<file path="config.mk">
export PLATFORM = sky130hd
export DESIGN_NAME = keypad_col_scanner_flat
export DESIGN_NICKNAME = d
export VERILOG_FILES = /design/src/rtl/keypad_col_scanner_if.sv /design/src/rtl/keypad_col_scanner.sv /design/src/flat_wrapper.sv
export SDC_FILE = /design/constraint.sdc
export NUM_CORES = 1
export LEC_CHECK = 0
export CELL_PAD_IN_SITES_DETAIL_PLACEMENT = 1
export CELL_PAD_IN_SITES_GLOBAL_PLACEMENT = 2
export CORE_MARGIN = 1
export CORE_UTILIZATION = 37
export CTS_CLUSTER_SIZE = 30
export DETAILED_ROUTE_END_ITERATION = 7
export GPL_TIMING_DRIVEN = 0
export MAX_ROUTING_LAYER = met4
export PLACE_DENSITY = 0.86
export SLEW_MARGIN = 20
export SYNTH_ARGS = -nofsm -noshare
export SYNTH_HDL_FRONTEND = slang
export SYNTH_SLANG_ARGS = --single-unit
export TNS_END_PERCENT = 1
</file>
<file path="constraint.sdc">
create_clock -name clock -period 3.6 [get_ports clock]
set_input_delay 0.36 -clock clock [delete_from_list [all_inputs] [get_ports clock]]
set_output_delay 0.36 -clock clock [all_outputs]
set_load 0.01 [all_outputs]
</file>
<file path="src/rtl/keypad_col_scanner_if.sv">
// keypad_col_scanner_if: keypad pin, row-flag and decoded-key signals of the column scanner.
interface keypad_col_scanner_if;
    logic [3:0] Row;
    logic       S_Row;
    logic [3:0] Col;
    logic [3:0] Code;
    logic       Valid;
    logic       Held;
    modport master (output Row, S_Row, input Col, Code, Valid, Held);
    modport slave  (input Row, S_Row, output Col, Code, Valid, Held);
endinterface

</file>
<file path="src/rtl/keypad_col_scanner.sv">
// keypad_col_scanner: debounces keypad press/release and walks the columns to locate the key.
module keypad_col_scanner #(
    parameter int DEBOUNCE = 4,
    parameter int DWELL    = 3
) (
    input logic                  clock,
    input logic                  reset,
    keypad_col_scanner_if.slave  kp
);
    localparam int DB_W = $clog2(DEBOUNCE + 1);
    localparam int DW_W = $clog2(DWELL);
    typedef enum logic [2:0] {IDLE, PRESS_DB, SCAN, KEY_HELD, RELEASE_DB} state_t;
    state_t          state, state_nx;
    logic [DB_W-1:0] db_cnt, db_nx;
    logic [DW_W-1:0] dwell, dwell_nx;
    logic [1:0]      col_idx, col_nx, row_idx;
    logic [3:0]      row_s1, row_s2, code_nx;
    logic            valid_nx, held_nx, hit, db_done, dwell_done;
    assign row_idx    = row_s2[0] ? 2'd0 : row_s2[1] ? 2'd1 : row_s2[2] ? 2'd2 : 2'd3;
    // an S_Row flag with no synchronized row bit cannot be decoded, so it counts as no key
    assign hit        = kp.S_Row && |row_s2;
    assign db_done    = db_cnt >= DB_W'(DEBOUNCE - 1);
    assign dwell_done = dwell == DW_W'(DWELL - 1);
    assign kp.Col     = (state == SCAN) ? 4'b0001 << col_idx : 4'b1111;
    always_ff @(posedge clock or posedge reset) begin
        if (reset) begin
            state    <= IDLE;
            db_cnt   <= '0;
            dwell    <= '0;
            col_idx  <= '0;
            row_s1   <= '0;
            row_s2   <= '0;
            kp.Code  <= '0;
            kp.Valid <= 1'b0;
            kp.Held  <= 1'b0;
        end else begin
            state    <= state_nx;
            db_cnt   <= db_nx;
            dwell    <= dwell_nx;
            col_idx  <= col_nx;
            row_s1   <= kp.Row;
            row_s2   <= row_s1;
            kp.Code  <= code_nx;
            kp.Valid <= valid_nx;
            kp.Held  <= held_nx;
        end
    end
    always_comb begin
        state_nx = state;
        db_nx    = db_cnt;
        dwell_nx = dwell;
        col_nx   = col_idx;
        code_nx  = kp.Code;
        valid_nx = 1'b0;
        held_nx  = kp.Held;
        case (state)
            IDLE: if (kp.S_Row) begin
                state_nx = PRESS_DB;
                db_nx    = DB_W'(1);
            end
            PRESS_DB: begin
                if (!kp.S_Row) begin
                    state_nx = IDLE;
                    db_nx    = '0;
                end else if (db_done) begin
                    state_nx = SCAN;
                    db_nx    = '0;
                    col_nx   = '0;
                    dwell_nx = '0;
                end else
                    db_nx = db_cnt + DB_W'(1);
            end
            SCAN: begin
                dwell_nx = dwell_done ? '0 : dwell + DW_W'(1);
                if (dwell_done && hit) begin
                    state_nx = KEY_HELD;
                    code_nx  = {row_idx, col_idx};
                    valid_nx = 1'b1;
                    held_nx  = 1'b1;
                end else if (dwell_done && col_idx != 2'd3)
                    col_nx = col_idx + 2'd1;
                else if (dwell_done)
                    state_nx = IDLE;
            end
            KEY_HELD: if (!kp.S_Row) begin
                state_nx = RELEASE_DB;
                db_nx    = DB_W'(1);
            end
            RELEASE_DB: begin
                if (kp.S_Row) begin
                    state_nx = KEY_HELD;
                    db_nx    = '0;
                end else if (db_done) begin
                    state_nx = IDLE;
                    db_nx    = '0;
                    held_nx  = 1'b0;
                end else
                    db_nx = db_cnt + DB_W'(1);
            end
            default: state_nx = IDLE;
        endcase
    end
endmodule

</file>
<file path="src/flat_wrapper.sv">
// flat-port wrapper written by rule: the top's interface ports become plain ports
module keypad_col_scanner_flat 
#(
    parameter int DEBOUNCE = 4,
    parameter int DWELL    = 3
)
  (clock, reset, kp_Row, kp_S_Row, kp_Col, kp_Code, kp_Valid, kp_Held);
  keypad_col_scanner_if kp_i ();
  input logic clock;
  input logic reset;
  input wire logic [$bits(kp_i.Row)-1:0] kp_Row;
  input wire logic [$bits(kp_i.S_Row)-1:0] kp_S_Row;
  output wire logic [$bits(kp_i.Col)-1:0] kp_Col;
  output wire logic [$bits(kp_i.Code)-1:0] kp_Code;
  output wire logic [$bits(kp_i.Valid)-1:0] kp_Valid;
  output wire logic [$bits(kp_i.Held)-1:0] kp_Held;
  assign kp_i.Row = kp_Row;
  assign kp_i.S_Row = kp_S_Row;
  assign kp_Col = kp_i.Col;
  assign kp_Code = kp_i.Code;
  assign kp_Valid = kp_i.Valid;
  assign kp_Held = kp_i.Held;
  keypad_col_scanner #(.DEBOUNCE(DEBOUNCE), .DWELL(DWELL)) u_core (.clock(clock), .reset(reset), .kp(kp_i));
endmodule
</file>
# Word-level counts from Yosys, hierarchy flattened
# Index checks and enable logic that the tools add are counted.
# word_totals
elab_cells	79
input_bits	7
out_inout_bits	10
register_bits	24
# op_classes
n_reduce_logical	14
n_mux	32
shifts	1
addsub	3
order_cmp	1
eq_ne	19
# ops
cell	n
3-bit 2-to-1 mux	13
2-bit inequality test (second input constant)	8
3-bit one-hot mux with 5 select lines	1
2-bit 2-to-1 mux	7
3-bit one-hot mux with 4 select lines	1
3-bit by 2-bit inequality test with 1-bit output (second input constant)	3
2-bit one-hot mux with 2 select lines	2
3-bit by 2-bit == test with 1-bit output (second input constant)	2
1-bit 2-to-1 mux	6
3-bit AND reduction	2
6-bit AND reduction	1
5-bit AND reduction	1
2-bit by 1-bit adder with 2-bit output (second input constant)	2
4-bit 2-to-1 mux	1
2-bit by 1-bit inequality test with 1-bit output (second input constant)	2
4-bit AND reduction	1
2-bit nonzero test	2
4-bit nonzero test	1
4-bit OR reduction	1
1-bit by 2-bit << shifter with 4-bit output (first input constant)	1
3-bit by 1-bit adder with 3-bit output (second input constant)	1
3-bit by 1-bit == test with 1-bit output (second input constant)	1
3-bit == test (second input constant)	1
3-bit by 2-bit greater-or-equal comparator with 1-bit output (second input constant)	1
other kinds (6)	8

# Depth between registers and ports, before layout
# Gate-level depths: netlist of the first run.
# depth
ltp_word	5
mapped_depth	6
mapped_depth_nobuf	6

# Worst setup path before layout of the first run
# OpenSTA, ideal clock, no wires.
# synth_path
kind	reg-to-reg
from	reg u_core.db_cnt[0]
to	reg u_core.state[1]
setup_slack_ns	1.902
t_required_ns	3.481
synth_period_minus_slack_ns	1.698
t_arrival_ns	1.579
path_stages_with_launch	7
setup_time_ns	0.119
path_buffers	0
path_cell_list	dfrtp_1 ha_1 ha_1 a2111oi_2 a21o_1 a22oi_1 o21a_1
# synth_via
elab_chain_len	3
word_cells_on_any_way	4
classes_between	1 x order compare; 2 x eq/ne; 1 x reduce/logical
# synth_lines
item	line	text
start: declaration	keypad_col_scanner.sv:14	logic [DB_W-1:0] db_cnt, db_nx;
start signal: assignment	keypad_col_scanner.sv:38	db_cnt <= db_nx;
3-bit by 2-bit greater-or-equal comparator with 1-bit output *	keypad_col_scanner.sv:22	assign db_done = db_cnt >= DB_W'(DEBOUNCE - 1);
3-bit by 2-bit inequality test with 1-bit output (no source line)	n/a	
6-bit AND reduction (no source line) *	n/a	
end signal: assignment	keypad_col_scanner.sv:37	state <= state_nx;
end: declaration	keypad_col_scanner.sv:13	state_t state, state_nx;
# Mark *: on every way between the ends. The rest lies on a longest branch, timed or not.
# A chain may end at the register's enable or synchronous reset.

# Final worst setup path of the first run
# layout_path
from	reg u_core.state[2]
to	out kp_Col[2]
# layout_via
elab_chain_len	2
# layout_lines
item	line	text
3-bit by 2-bit == test with 1-bit output	keypad_col_scanner.sv:24	assign kp.Col = (state == SCAN) ? 4'b0001 << col_idx : 4'b1111;
4-bit 2-to-1 mux	keypad_col_scanner.sv:24	
end: declaration	flat_wrapper.sv:13	output wire logic [$bits(kp_i.Col)-1:0] kp_Col;
# Every way passes these cells.

==> results of run 1 <==
==> state kept, by name, summed over array words and instances, names as in the netlist <==
| signal | cells |
|---|---|
| u_core.row_s1 | 4 |
| u_core.row_s2 | 4 |
| u_core.state | 3 |
| u_core.kp.Valid | 1 |
| u_core.col_idx | 2 |
| u_core.dwell | 2 |
| u_core.kp.Code | 4 |
| u_core.kp.Held | 1 |
| u_core.db_cnt | 3 |
==> final timing paths <==
path | endpoint | cells past startpoint | slack, ps
min in group asynchronous | u_core.row_s2[3]$_DFF_PP0_ | 2 | 520
setup / recovery | kp_Col[2] | 4 | 1190
hold reg to reg | u_core.row_s2[0]$_DFF_PP0_ | 0 | 360
max in group asynchronous | u_core.dwell[0]$_DFFE_PP0P_ | 2 | 2540
hold / removal | u_core.row_s2[0]$_DFF_PP0_ | 0 | 360
setup reg to reg | u_core.state[1]$_DFFE_PP0P_ | 6 | 1600
==> logic make-up (layout without fill, tap and decap cells) <==
kind of cell | after synthesis | after routing
multiplexers | 4 | 4
flip-flops | 24 | 24
AO/OA/AOI/OAI | 32 | 32
buffers and inverters | 14 | 34
AND/OR/NAND/NOR | 31 | 31
adder cells (fa/ha/maj) | 6 | 6
==> metrics by stage <==
step,instances,utilization [%],total power [W]
floorplan,111,-,0.0006834
global placement,171,46.45,0.0008135
detailed placement,171,46.45,0.0008413
CTS,175,48.15,0.001037
global route,175,48.15,0.001107
finish,175,48.15,0.001027
==> power breakdown <==
group | switching, W | internal, W | total (W)
sequential | 0.0000656 | 0.000331 | 0.000397
combinational | 0.000219 | 0.000216 | 0.000435
clock | 0.0000822 | 0.000113 | 0.000195
==> cells in the final DEF (no fill, tap or decap), drive strengths merged, types with 2 or more instances in the layout <==
master,count
nand2,8
o21bai,2
a32o,2
nand3b,2
o21ai,6
a211oi,2
clkdlybuf4s50,16
mux2,4
clkbuf,5
a21o,2
nand3,2
a21oi,5
o31ai,3
ha,6
nor3,3
buf,3
dfrtp,24
inv,9
a22oi,2
nor2,4
nand2b,3
or2b,3
==> cell type report <==
type	count	share of cell area [%]
inverters	9	2.261
multi-input cells	73	37.69
repair buffers	16	10.72
well taps	44	3.685
plain buffers	5	1.926
flip-flops and latches	24	40.20
clock inverters	1	2.010
clock buffers	3	1.508
==> metal layers <==
layer | GRT usage, % | part of all wire [%] | vias up
li1 | - | - | 438
met1 | 22.14 | 46 | 459
met2 | 30.82 | 50 | 11
met3 | 2.620 | 2.2 | 5
met4 | 5.980 | 1.6 | 0
met5 | - | 0 | -
==> metrics.md, run 1 <==
| Metric | Value |
|---|---|
| Hold slack | 363.5 ps |
| DRT Pass-1 Iters | 4 |
| Static Leak | 0.6567 nW |
| Cell Area, Synth | 1226 µm² |
| WL/cell | 14.23 µm |
| Via/cell ratio | 5.217 |
| Max_cap viols | 0 |
| CP endpoint kind | output pin |
| TritonCTS Buffers | 3 |
| Number of global-route vias before repair | 968 |
| Largest net degree at the start of global routing | 25 |
| Synth top area share | 48.98% |
| Row count | 20 |
| Final setup fails | 0 |
| Crit path DAT | 2050 ps |
| Footprint of the multi-input gates | 563.0 µm² |
| Status | finished clean |
| Synthesized flop and latch total | 24 |
| Io pins | 17 |
| Setup Fix Bufs, Post-CTS | 0 |
| Post-place instance area | 1441 µm² |
| GRT Util Overall | 18.14% |
| Starting Density | 39.52% |
| Clk sinks | 24 |
| FF+latch area | 600.6 µm² |
| Critical-path cell list | buf_2 > nor3b_4 > or2b_1 > clkdlybuf4s50_1 |
| Post-DRT Antenna Nets | 0 |
| DR vias | 913 |
| Total gr overflow | 0 |
| Post-Syn Area per Cell | 11.05 µm² |
| Post-layout net count | 145 |
| Syn nets | 124 |
| Synth area leader | dfrtp_1 |
| Clk buf depth | 2 |
| Peak VDD IR | 286.6 µV |
| Normalized max-slew margin | 40.16% |
| Die Y | 59.57 µm |
| Initial antenna violation count | 0 |
| Die ar. | 3548 µm² |
| Synth Area in Simple Gates | 16.53% |
| Post-synth EDFFs | 0 |
| Primary FF master, synth | dfrtp_1 |
| CTS clk-pin slew, worst paths | 130 ps |
| DP HPWL | 1.855 mm |
| Critical path's top delay family | simple AND/OR/NAND/NOR gates |
| Cells after Synth | 111 |
| Clk_skew | 1.981 ps |
| Input/output buffers | 16 |
| Synth area leaders | dfrtp_1, ha_1, mux2_2 |
| Fillcell total | 350 |
| CP Buf/Inv Count | 2 |
| Synth warn | 0 |
| Worst-margin pin slew | 896.6 ps |
| CP Class | register to output pin |
| Critical path required time | 3240 ps |
| Clock Root Buffer | clkbuf_4 |
| Core area | 3103 µm² |
| Final Hold Viols | 0 |
| Slew Limit Fails | 0 |
| DRC | 0 |
| Post_cts resized | 0 |
| Seq/Total Area, Yosys | 48.98% |
| Synth top cells by count | dfrtp_1, inv_1, nand2_1 |
| Initial DRC count | 13 |
| Unrepaired setup endpoints after global routing | false |
| Share of layout cells above drive strength 1 | 14.50% |
| HP Start | u_core.row_s1[0]$_DFF_PP0_ |
| Min Tclk post-route | 2405 ps |
| Die extent in x | 59.57 µm |
| Post-synthesis xor/xnor area fraction | 0% |
| Post-synthesis mux area share | 3.673% |
| Fin area | 1494 µm² |
| CTS Hold Bufs | 0 |
| Clk_lat worst skew | 320 ps |
| Worst slack, placed | 1561 ps |
| Crit Path Max Fanout | 9 |
| Count leader, synth | dfrtp_1 |
| Critical Path Slowest Stage Cell | clkdlybuf4s50_1 |
| Area delta synth->final | 21.84% |
| Fin crit share | 66.81% |
| Cell Pwr Density | 687.4 nW/µm² |
| Fmax | 415.8 MHz |
| CTS tree | done |
| Delay of the slowest critical-path stage | 480 ps |
| Post-Route Setup TNS | 0 ps |
| Global-route wire length before repair | 4.554 mm |
| Post-synthesis adder-cell area fraction | 6.122% |
| Main combinational cell family by area after synthesis | compound AO/OA/AOI/OAI gates |
| Final WL | 2.491 mm |
| Crit path launch type | register |
| Ys async rst share | 100.0% |
| R2R Path Start | u_core.db_cnt[0]$_DFFE_PP0P_ |
| H-tree levels | 1 |
| HP Class | register to register |
| Complex-gate fraction of the synthesized area | 19.59% |
| N_diodes | 0 |
| Crit path launch | u_core.state[2]$_DFFE_PP0P_ |
| Post-layout worst setup margin | 1195 ps |
| Routability cong. | 0.7292 |
| Post-synth cell types | 39 |
No activity file was read; power rests on OpenSTA's default activity.
==> run 2: changes to the inputs <==
Settings changed: CORE_UTILIZATION 37 to 31, PLACE_DENSITY 0.86 to 0.77.
Clock period 3.6 ns to 2.1 ns, I/O delays scaled along.
==> run 2 against run 1 <==
Global-route usage fell by 3.0 points. Core utilization fell by 6.2 points. Register-to-register slack got worse by 1400 ps. Flip-flop and latch count did not move. Via count rose by 0.55%. Design area rose by 4.4%. Routed wire length rose by 5.8%. Power rose by 86%. Non-clock buffer count rose by 3. First-iteration DRC count rose by 140%. Sequential power rose by 72%. Highest routed layer unchanged. Setup slack got worse by 1100 ps.
==> metrics.md, run 2 (same netlist as run 1, synthesis figures left out) <==
| Metric | Value |
|---|---|
| Status | finished clean |
| N_diodes | 0 |
| Critical path's top delay family | buffers and inverters |
| Global-route wire length before repair | 4.595 mm |
| Share of layout cells above drive strength 1 | 17.16% |
| WHS Endpoint | u_core.row_s2[0]$_DFF_PP0_ |
| DP HPWL | 1.868 mm |
| Met1 wire length | 1.219 mm |
| Critical Path Slowest Stage Cell | clkdlybuf4s50_1 |
| Critical-path cell list | buf_2 > nor3b_4 > or2b_1 > clkdlybuf4s50_1 |
| Fmax | 494.7 MHz |
| GRT Util Overall | 15.11% |
| DR vias | 918 |
| Die Y | 64.89 µm |
| HP Start | u_core.row_s1[0]$_DFF_PP0_ |
| Clk sinks | 24 |
| Io pins | 17 |
| Row count | 22 |
| Flop-to-flop setup slack | 180 ps |
| TritonCTS Buffers | 3 |
| Max layer used | met4 |
| Clk pwr share | 21.8% |
| Footprint of the multi-input gates | 581.8 µm² |
| Max_cap viols | 0 |
| CP Class | register to output pin |
| Final WL | 2.636 mm |
| Final Hold Viols | 0 |
| Critical path required time | 1890 ps |
| Reg power frac | 35.7% |
| Clk buf depth | 2 |
| Input/output buffers | 16 |
| Final setup fails | 0 |
| Routed wl met3 | 68 µm |
| Routability cong. | 0.7117 |
| CTS Hold Bufs | 0 |
| Number of global-route vias before repair | 941 |
| CP endpoint kind | output pin |
| Peak VDD IR | 485.1 µV |
| Fin area | 1559 µm² |
| Min Tclk post-route | 2021 ps |
| Met2 Routed Length | 1.302 mm |
| Fin crit share | 96.26% |
| Crit path DAT | 1810 ps |
| Core area | 3716 µm² |
| CTS clk-pin slew, worst paths | 90 ps |
| Post-Route Setup TNS | 0 ps |
| CP Buf/Inv Count | 2 |
| HP Class | register to register |
| Final core utilization | 41.95% |
| Reg2reg end | u_core.col_idx[0]$_DFFE_PP0P_ |
| Most common cell after layout, fill and taps aside | dfrtp_1 |
| Biggest regs | u_core.kp.Code (4), u_core.row_s1 (4), u_core.row_s2 (4) |
| R2R Path Start | u_core.db_cnt[0]$_DFFE_PP0P_ |
| Area delta synth->final | 27.14% |
| Post-layout net count | 148 |
| Initial DRC count | 31 |
| Sw Ratio | 35.20% |
| Post-place instance area | 1446 µm² |
| WL/cell | 14.48 µm |
| Normalized max-slew margin | 39.01% |
| Die extent in x | 64.89 µm |
| Starting Density | 33.00% |
| Psw | 0.0006724 W |
| Worst-margin pin slew | 913.8 ps |
| Combinational fraction of design power | 42.5% |
| CTS tree | done |
| Unrepaired setup endpoints after global routing | false |
| DRC | 0 |
| Crit path launch type | register |
| Internal power | 0.001238 W |
| DRT Pass-1 Iters | 4 |
| Total power draw | 0.001910 W |
| Cell Pwr Density | 1225 nW/µm² |
| Static Leak | 0.6837 nW |
| Clk_lat worst skew | 270 ps |
| Total gr overflow | 0 |
| Initial antenna violation count | 0 |
| H-tree levels | 1 |
| Slew Limit Fails | 0 |
| Fillcell total | 434 |
| Post-DRT Antenna Nets | 0 |
| Via/cell ratio | 5.044 |
| Reg2Reg Depth | 6 |
| Hold path cells | 0 |
| Clk_skew | 3.492 ps |
| Crit Path Max Fanout | 9 |
| Die ar. | 4211 µm² |
| Clock Root Buffer | clkbuf_8 |
| FF+latch area | 600.6 µm² |
| Delay of the slowest critical-path stage | 480 ps |
| Largest net degree at the start of global routing | 25 |
| Most frequent cells in the layout | dfrtp_1, clkdlybuf4s50_1, inv_1 |
[run 2: cell types whose count changed in the layout (fill, tap and decap cells not counted), sizes merged]
| cell | delta |
|---|---|
| buf | +3 |
[run 2: worst register-to-register path: stages, from the launching register on]
cell and delay (ps):
dfrtp_1 490, ha_1 250, ha_1 250, a211o_1 290
a31oi_2 270, o21bai_1 180, a22o_2 160
[run 2: per-stage QoR]
stage / hold WS, ps / instances / setup slack (ps)
after floorplan: 224.6 / 111 / 401.8
after global placement: 332.2 / 175 / 188.6
after detailed placement: 336.5 / 175 / 101.2
after CTS: 355.6 / 182 / 43.98
after global routing: 363.3 / 182 / 9.208
final: 354.8 / 182 / 78.63
[run 2: power by group through the flow]
stage	sequential [W]	combinational, W	clock (W)
2_1_floorplan	0.000678	0.000493	0
6_report	0.000683	0.000812	0.000416
5_1_grt	0.000705	0.000897	0.000447
4_1_cts	0.000685	0.000818	0.000431
3_5_place_dp	0.000688	0.000755	0
3_3_place_gp	0.000679	0.000725	0
[run 2: cell type report]
cell class                      instances  area share [%]
Sequential cell                        24           38.52
Multi-Input combinational cell         73           37.32
Timing Repair Buffer                   19           11.72
Tap cell                               48           3.852
Clock buffer                            3           2.648
Inverter                                9           2.167
Clock inverter                          1           1.926
Buffer                                  5           1.846
[run 2: how the worst max path moves through the flow]
stage,startpoint,to,slack (ps),depth (start not counted)
global placement,u_core.db_cnt[0]$_DFFE_PP0P_,u_core.state[1]$_DFFE_PP0P_,190,6
finish,u_core.state[2]$_DFFE_PP0P_,kp_Col[1],80,4
detailed placement,u_core.db_cnt[0]$_DFFE_PP0P_,u_core.state[1]$_DFFE_PP0P_,100,6
floorplan,u_core.db_cnt[0]$_DFFE_PP0P_,u_core.state[1]$_DFFE_PP0P_,400,6
CTS,u_core.state[2]$_DFFE_PP0P_,kp_Col[2],40,4
global route,u_core.state[2]$_DFFE_PP0P_,kp_Col[1],9,4
[run 2: layer usage]
metal  vias up  track usage [%]
met5         -                -
met4         0            5.833
met3         5            2.641
met2        11            23.70
met1       461            19.30
li1        441                -
[run 2: what timing repair did]
item / in CTS / in global routing
pin swaps: 1 / 1
setup endpoints to repair: 4 / 3
resized for setup: 1 / 1
gates cloned: 0 / 0
buffers inserted: 3 / 0
